[config.mk]
export PLATFORM = sky130hd
export DESIGN_NAME = id_ex_pipe_chain_flat
export DESIGN_NICKNAME = d
export VERILOG_FILES = /design/src/rtl/id_ex_pipe_chain_if.sv /design/src/rtl/id_ex_pipe_chain.sv /design/src/flat_wrapper.sv
export SDC_FILE = /design/constraint.sdc
export NUM_CORES = 1
export LEC_CHECK = 0
export CORE_UTILIZATION = 47
export CTS_BUF_LIST = sky130_fd_sc_hd__clkbuf_16
export DETAILED_ROUTE_END_ITERATION = 7
export GPL_ROUTABILITY_DRIVEN = 0
export PLACE_DENSITY_LB_ADDON = 0.1
export SYNTH_ARGS = -nofsm -noshare
export SYNTH_HDL_FRONTEND = slang
export SYNTH_SLANG_ARGS = --single-unit
[constraint.sdc]
create_clock -name clk -period 3.9 [get_ports clk]
set_input_delay 0.78 -clock clk [delete_from_list [all_inputs] [get_ports clk]]
set_output_delay 0.78 -clock clk [all_outputs]
set_load 0.05 [all_outputs]
[src/rtl/id_ex_pipe_chain_if.sv]
// ---------------------------------------------------------------------------
// id_ex_pipe_chain_if
//   Instruction bus between decode and execute. The in_* group carries one
//   decoded instruction into the pipe chain; the out_* group presents the
//   oldest in-flight slot to execute.
//   master : decode-side producer / execute-side consumer (drives in_*)
//   slave  : the pipe chain (drives out_*)
// ---------------------------------------------------------------------------
interface id_ex_pipe_chain_if #(
  parameter int DATA_W = 16,
  parameter int CTRL_W = 16,
  parameter int OP_W   = 4,
  parameter int REG_W  = 4
);
  logic              in_valid;
  logic [CTRL_W-1:0] ctrl_in;
  logic [OP_W-1:0]   opcode_in;
  logic [DATA_W-1:0] src1_in;
  logic [DATA_W-1:0] read1_in;
  logic [DATA_W-1:0] src2_in;
  logic [REG_W-1:0]  rd_in;
  logic [REG_W-1:0]  rt_in;

  logic              out_valid;
  logic [CTRL_W-1:0] ctrl_out;
  logic [OP_W-1:0]   opcode_out;
  logic [DATA_W-1:0] src1_out;
  logic [DATA_W-1:0] read1_out;
  logic [DATA_W-1:0] src2_out;
  logic [REG_W-1:0]  rd_out;
  logic [REG_W-1:0]  rt_out;

  modport master (
    output in_valid, ctrl_in, opcode_in, src1_in, read1_in, src2_in, rd_in, rt_in,
    input  out_valid, ctrl_out, opcode_out, src1_out, read1_out, src2_out, rd_out, rt_out
  );

  modport slave (
    input  in_valid, ctrl_in, opcode_in, src1_in, read1_in, src2_in, rd_in, rt_in,
    output out_valid, ctrl_out, opcode_out, src1_out, read1_out, src2_out, rd_out, rt_out
  );
endinterface

[src/rtl/id_ex_pipe_chain.sv]
// ---------------------------------------------------------------------------
// id_ex_pipe_chain
//   DEPTH-stage ID->EX register chain with bubble insertion, flush, occupancy
//   count and a destination-register hazard lookup over all in-flight slots.
// Ports
//   clk        clock, all state on rising edge
//   rest       synchronous active-high reset
//   freeze     hold every stage, drop the inputs
//   flush      invalidate every stage (wins over freeze)
//   bus        instruction in / last-stage instruction out (slave modport)
//   query_reg  register index to look up
//   occupancy  number of valid stages, from registered state
//   hazard_hit some valid stage has the write-back bit set and rd==query_reg
// ---------------------------------------------------------------------------
module id_ex_pipe_chain #(
  parameter int DEPTH       = 2,
  parameter int DATA_W      = 16,
  parameter int CTRL_W      = 16,
  parameter int OP_W        = 4,
  parameter int REG_W       = 4,
  parameter int WB_BIT      = 0,
  parameter int ZERO_EXEMPT = 1
) (
  input  logic                       clk,
  input  logic                       rest,
  input  logic                       freeze,
  input  logic                       flush,
  id_ex_pipe_chain_if.slave          bus,
  input  logic [REG_W-1:0]           query_reg,
  output logic [$clog2(DEPTH+1)-1:0] occupancy,
  output logic                       hazard_hit
);
  localparam int OCC_W = $clog2(DEPTH+1);

  logic [DEPTH-1:0]  vld_q;
  logic [CTRL_W-1:0] ctrl_q  [DEPTH];
  logic [OP_W-1:0]   op_q    [DEPTH];
  logic [DATA_W-1:0] src1_q  [DEPTH];
  logic [DATA_W-1:0] read1_q [DEPTH];
  logic [DATA_W-1:0] src2_q  [DEPTH];
  logic [REG_W-1:0]  rd_q    [DEPTH];
  logic [REG_W-1:0]  rt_q    [DEPTH];

  always_ff @(posedge clk) begin
    if (rest || flush) begin
      // Fields are zeroed too, so an invalid last stage always reads as zero.
      vld_q <= '0;
      for (int k = 0; k < DEPTH; k++) begin
        ctrl_q[k]  <= '0;
        op_q[k]    <= '0;
        src1_q[k]  <= '0;
        read1_q[k] <= '0;
        src2_q[k]  <= '0;
        rd_q[k]    <= '0;
        rt_q[k]    <= '0;
      end
    end else if (!freeze) begin
      for (int k = 1; k < DEPTH; k++) begin
        vld_q[k]   <= vld_q[k-1];
        ctrl_q[k]  <= ctrl_q[k-1];
        op_q[k]    <= op_q[k-1];
        src1_q[k]  <= src1_q[k-1];
        read1_q[k] <= read1_q[k-1];
        src2_q[k]  <= src2_q[k-1];
        rd_q[k]    <= rd_q[k-1];
        rt_q[k]    <= rt_q[k-1];
      end
      // A bubble enters as all-zero fields, not just a cleared valid bit.
      vld_q[0] <= bus.in_valid;
      if (bus.in_valid) begin
        ctrl_q[0]  <= bus.ctrl_in;
        op_q[0]    <= bus.opcode_in;
        src1_q[0]  <= bus.src1_in;
        read1_q[0] <= bus.read1_in;
        src2_q[0]  <= bus.src2_in;
        rd_q[0]    <= bus.rd_in;
        rt_q[0]    <= bus.rt_in;
      end else begin
        ctrl_q[0]  <= '0;
        op_q[0]    <= '0;
        src1_q[0]  <= '0;
        read1_q[0] <= '0;
        src2_q[0]  <= '0;
        rd_q[0]    <= '0;
        rt_q[0]    <= '0;
      end
    end
  end

  assign bus.out_valid  = vld_q[DEPTH-1];
  assign bus.ctrl_out   = ctrl_q[DEPTH-1];
  assign bus.opcode_out = op_q[DEPTH-1];
  assign bus.src1_out   = src1_q[DEPTH-1];
  assign bus.read1_out  = read1_q[DEPTH-1];
  assign bus.src2_out   = src2_q[DEPTH-1];
  assign bus.rd_out     = rd_q[DEPTH-1];
  assign bus.rt_out     = rt_q[DEPTH-1];

  always_comb begin
    occupancy = '0;
    for (int k = 0; k < DEPTH; k++) begin
      occupancy = occupancy + OCC_W'(vld_q[k]);
    end
  end

  // Looks only at registered stages; the instruction on the inputs is not
  // yet in flight and is deliberately excluded.
  always_comb begin
    hazard_hit = 1'b0;
    for (int k = 0; k < DEPTH; k++) begin
      if (vld_q[k] && ctrl_q[k][WB_BIT] && (rd_q[k] == query_reg)) begin
        hazard_hit = 1'b1;
      end
    end
    if ((ZERO_EXEMPT != 0) && (query_reg == '0)) begin
      hazard_hit = 1'b0;
    end
  end
endmodule

[src/flat_wrapper.sv]
// flat-port wrapper written by rule: the top's interface ports become plain ports
module id_ex_pipe_chain_flat 
#(
  parameter int DEPTH       = 2,
  parameter int DATA_W      = 16,
  parameter int CTRL_W      = 16,
  parameter int OP_W        = 4,
  parameter int REG_W       = 4,
  parameter int WB_BIT      = 0,
  parameter int ZERO_EXEMPT = 1
)
  (clk, rest, freeze, flush, query_reg, occupancy, hazard_hit, bus_in_valid, bus_ctrl_in, bus_opcode_in, bus_src1_in, bus_read1_in, bus_src2_in, bus_rd_in, bus_rt_in, bus_out_valid, bus_ctrl_out, bus_opcode_out, bus_src1_out, bus_read1_out, bus_src2_out, bus_rd_out, bus_rt_out);
  id_ex_pipe_chain_if #(.DATA_W(DATA_W), .CTRL_W(CTRL_W), .OP_W(OP_W), .REG_W(REG_W)) bus_i ();
  input  logic clk;
  input  logic rest;
  input  logic freeze;
  input  logic flush;
  input  logic [REG_W-1:0] query_reg;
  output logic [$clog2(DEPTH+1)-1:0] occupancy;
  output logic hazard_hit;
  input wire logic [$bits(bus_i.in_valid)-1:0] bus_in_valid;
  input wire logic [$bits(bus_i.ctrl_in)-1:0] bus_ctrl_in;
  input wire logic [$bits(bus_i.opcode_in)-1:0] bus_opcode_in;
  input wire logic [$bits(bus_i.src1_in)-1:0] bus_src1_in;
  input wire logic [$bits(bus_i.read1_in)-1:0] bus_read1_in;
  input wire logic [$bits(bus_i.src2_in)-1:0] bus_src2_in;
  input wire logic [$bits(bus_i.rd_in)-1:0] bus_rd_in;
  input wire logic [$bits(bus_i.rt_in)-1:0] bus_rt_in;
  output wire logic [$bits(bus_i.out_valid)-1:0] bus_out_valid;
  output wire logic [$bits(bus_i.ctrl_out)-1:0] bus_ctrl_out;
  output wire logic [$bits(bus_i.opcode_out)-1:0] bus_opcode_out;
  output wire logic [$bits(bus_i.src1_out)-1:0] bus_src1_out;
  output wire logic [$bits(bus_i.read1_out)-1:0] bus_read1_out;
  output wire logic [$bits(bus_i.src2_out)-1:0] bus_src2_out;
  output wire logic [$bits(bus_i.rd_out)-1:0] bus_rd_out;
  output wire logic [$bits(bus_i.rt_out)-1:0] bus_rt_out;
  assign bus_i.in_valid = bus_in_valid;
  assign bus_i.ctrl_in = bus_ctrl_in;
  assign bus_i.opcode_in = bus_opcode_in;
  assign bus_i.src1_in = bus_src1_in;
  assign bus_i.read1_in = bus_read1_in;
  assign bus_i.src2_in = bus_src2_in;
  assign bus_i.rd_in = bus_rd_in;
  assign bus_i.rt_in = bus_rt_in;
  assign bus_out_valid = bus_i.out_valid;
  assign bus_ctrl_out = bus_i.ctrl_out;
  assign bus_opcode_out = bus_i.opcode_out;
  assign bus_src1_out = bus_i.src1_out;
  assign bus_read1_out = bus_i.read1_out;
  assign bus_src2_out = bus_i.src2_out;
  assign bus_rd_out = bus_i.rd_out;
  assign bus_rt_out = bus_i.rt_out;
  id_ex_pipe_chain #(.DEPTH(DEPTH), .DATA_W(DATA_W), .CTRL_W(CTRL_W), .OP_W(OP_W), .REG_W(REG_W), .WB_BIT(WB_BIT), .ZERO_EXEMPT(ZERO_EXEMPT)) u_core (.clk(clk), .rest(rest), .freeze(freeze), .flush(flush), .bus(bus_i), .query_reg(query_reg), .occupancy(occupancy), .hazard_hit(hazard_hit));
endmodule
==> results.md <==
* Area after DPL at 7390 µm²
* Post-CTS Setup Inserts at 0
* Dpl cells at 724
* Clock Latency Late Sink at 0.41 ns
* CTS buffer count at 17
* Root buf cell: clkbuf_16
* Hold WC Path Type: reg2reg
* Fmax at 282 MHz
* Final Skew at between 0.008 and 0.009 ns
* IO Count at around 170
* Mapped Cells at 450
* Total negative slack at 0 ns
* Core area at approximately 12000 µm²
* Slowest Stage Delay on Critical Path at 0.80 ns
* Layout area overhead at 39.2%
* Die width at 112 µm
* Cell internal pwr at 2.75 mW
* CP Cell Sequence: clkdlybuf4s50_1 > xor2_1 > nor4_1 > a22o_1 > clkdlybuf4s50_1
* Die height at 112 µm
* Top cells by count, synth: dfxtp_1 (78), and2_1 (77), nor2_1 (77)
* Seq cells post-synth at 154
* Pwr/cell area at 454 nW/µm²
* # fillers at approximately 880
* Vias in the first global route at 3932
* Critical path's top delay family: buffers and inverters
* Cell Area, Synth at 5670 µm²
* Hold_buf cts at 0
* Tot GR Track Use at 0.206
* Synth Flop Type: dfxtp_1
* DRT Wirelength at 12.6 mm
* Detail Placement HPWL at 7.77 mm
* CTS resizes at 0
* Initial antenna violation count at 0
* Post-synth EDFFs at between 70 and 80
* Site row count at 39
* Lkg Pwr at 3.09 nW
* DRT iter0 DRCs at 274
* Largest area contributor in the synthesized netlist: edfxtp_1
* Share of cells above drive strength 1 at 0.0538
* Remaining Overflow, GRT at 0
* DRC violation count after routing at 11
* Clock-pin slew on the worst setup and hold paths at 0.05 ns
* Clock share of power at 0.397
* Switching Fraction at 0.231
* Startpoint types: primary input
* Worst Setup End Kind: output pin
* Yosys Warn Count at 0
* Slew margin rel. at 0.420
* Vias at 4013
* Ys async rst share at 0
* Worst-path maximum fanout at 4
* Flop2flop setup slack at 3.18 ns
* Final std cells w/o fill at 756
* Largest net degree at the start of global routing at 92
* Critical path's slowest cell: clkdlybuf4s50_1
* Max VDD drop at 0.000325 V
* Die Area at 12500 µm²
* Worst Path Arrival at 2.77 ns
* Final period util at 0.910
* Pre-antenna DRT Iters at 7
* Diode count at 0
* Max Cap Violations at 0
* Logic gate share of total power at 0.107
* Via density at 5.31
* Switching power at 829 µW
* CP Data Required Time at 3.12 ns
* Failing checks: DRC
* CTS sink count at roughly 150
* Finished Cell Area at a little under 8000 µm²
* Fin crit period at 3.55 ns
* Flop pwr share at 0.496
* Netlist cell types at 21
* Unrepaired setup endpoints after global routing: no
* Layout net count at 686
* Status: finished with violations
* WS Path Type: in2out
* First-pass GRT wire length at 19.7 mm
* Worst slew pin tran at 0.870 ns
* Avg WL per Cell at between 15 and 20 µm
* Starting Density at 0.488
* Final ANT Viol Nets at 0
* Yosys top cell area share at 0.402
* Slew Viols, Final at 0
* Buf/Inv on CP at 2
* IO Port Bufs at roughly 160
* Clk buf depth at 2
* CP most frequent cell: clkdlybuf4s50_1
* Average size of a mapped cell at 12.6 µm²
* Net Count, Synth at 536
* CTS tree: yes
* Finished Core Util at 0.680
* Sequential area share after synthesis at 0.678
* Ranking of synthesized cells by area: edfxtp_1 (40%), dfxtp_1 (28%), a32oi_1 (12%)
* Most common cell in the netlist: dfxtp_1
* Final Hold Viols at 0
* H-tree levels at 4
* Final setup vio count at 0
==> final cells by class <==
| type | instances | area (µm²) | share of cell area |
|---|---|---|---|
| clock inverter | 15 | 83.8 | 0.0106 |
| clock buffer | 17 | 425 | 0.0539 |
| sequential | 154 | 3840 | 0.487 |
| tap | 143 | 179 | 0.0227 |
| multi-input combinational | 255 | 1640 | 0.208 |
| timing repair buffer | 171 | 1720 | 0.218 |
| inverter | 1 | 5.00 | 0.000634 |
==> flip-flops by register name, indices dropped and copies added, names as in the netlist <==
name	cells
u_core.ctrl_q	32
u_core.read1_q	32
u_core.src1_q	32
u_core.src2_q	32
u_core.op_q	8
u_core.rd_q	8
u_core.rt_q	8
u_core.vld_q	2
==> placed cells by master (no fill, tap or decap) <==
master | netlist | routed
nor2_4 | 0 | 1
a22o_1 | 3 | 3
xor2_1 | 6 | 6
buf_4 | 7 | 5
clkinv_1 | 0 | 6
nor4_1 | 2 | 2
clkbuf_16 | 0 | 17
nand2b_2 | 0 | 1
dfxtp_1 | 78 | 78
nor3_4 | 1 | 1
or2_2 | 2 | 2
nand2_1 | 4 | 4
nor2_1 | 77 | 76
edfxtp_1 | 76 | 76
buf_12 | 0 | 2
and2_1 | 77 | 77
inv_1 | 1 | 7
o21ai_0 | 2 | 2
a32oi_1 | 76 | 76
nor4_4 | 0 | 1
clkinv_2 | 0 | 2
ha_1 | 1 | 1
clkdlybuf4s50_1 | 0 | 164
nor3_1 | 2 | 2
bufinv_16 | 0 | 1
==> path summary, 6_finish.rpt <==
path	start	endpoint	cells past startpoint
worst max register to register	u_core.rd_q[0][0]$_SDFFE_PP0P_	u_core.rd_q[1][0]$_SDFFCE_PP0P_	1
worst min-delay path	u_core.read1_q[0][10]$_SDFFE_PP0P_	u_core.read1_q[0][10]$_SDFFE_PP0P_	2
worst min register to register	u_core.read1_q[0][10]$_SDFFE_PP0P_	u_core.read1_q[0][10]$_SDFFE_PP0P_	2
worst max-delay path	query_reg[2]	hazard_hit	5
==> cell families (layout without fill, tap and decap cells) <==
family                   Yosys count  after routing  share of synthesized area
buffers and inverters             41            204                     0.0364
AND/OR/NAND/NOR                  167            167                      0.151
flip-flops                       154            154                      0.678
AO/OA/AOI/OAI                     81             81                      0.124
XOR/XNOR                           6              6                    0.00926
adder cells (fa/ha/maj)            1              1                    0.00221
==> through the flow <==
stage | power [mW] | hold WS (ns) | setup slack [ns]
2_1_floorplan | 2.01 | 0.471 | 0.972
3_3_place_gp | 2.19 | 0.482 | 0.438
3_5_place_dp | 2.19 | 0.490 | 0.346
4_1_cts | 3.61 | 0.504 | 0.342
5_1_grt | 3.71 | 0.531 | 0.303
6_report | 3.58 | 0.500 | 0.352
==> metal layers <==
metal | wire length (µm) | global-route usage | vias to the layer above
met5 | 0 | 0 | -
li1 | - | - | 1956
met4 | 235 | 0.0982 | 0
met3 | 1130 | 0.0806 | 19
met1 | 5060 | 0.243 | 1897
met2 | 6140 | 0.331 | 141
==> power groups by stage <==
stage	Combinational, mW	Clock [mW]	Sequential, mW
after floorplan	0.0892	0	1.93
after global placement	0.380	0	1.81
after detailed placement	0.383	0	1.81
after CTS	0.385	1.45	1.78
after global routing	0.404	1.52	1.78
final	0.383	1.42	1.78
==> tightest hold or removal path, stage by stage (launching register included) <==
cell and delay, ns:
dfxtp_1 0.31, a32oi_1 0.08, nor2_1 0.07
Power figures use the tool's default switching activity.
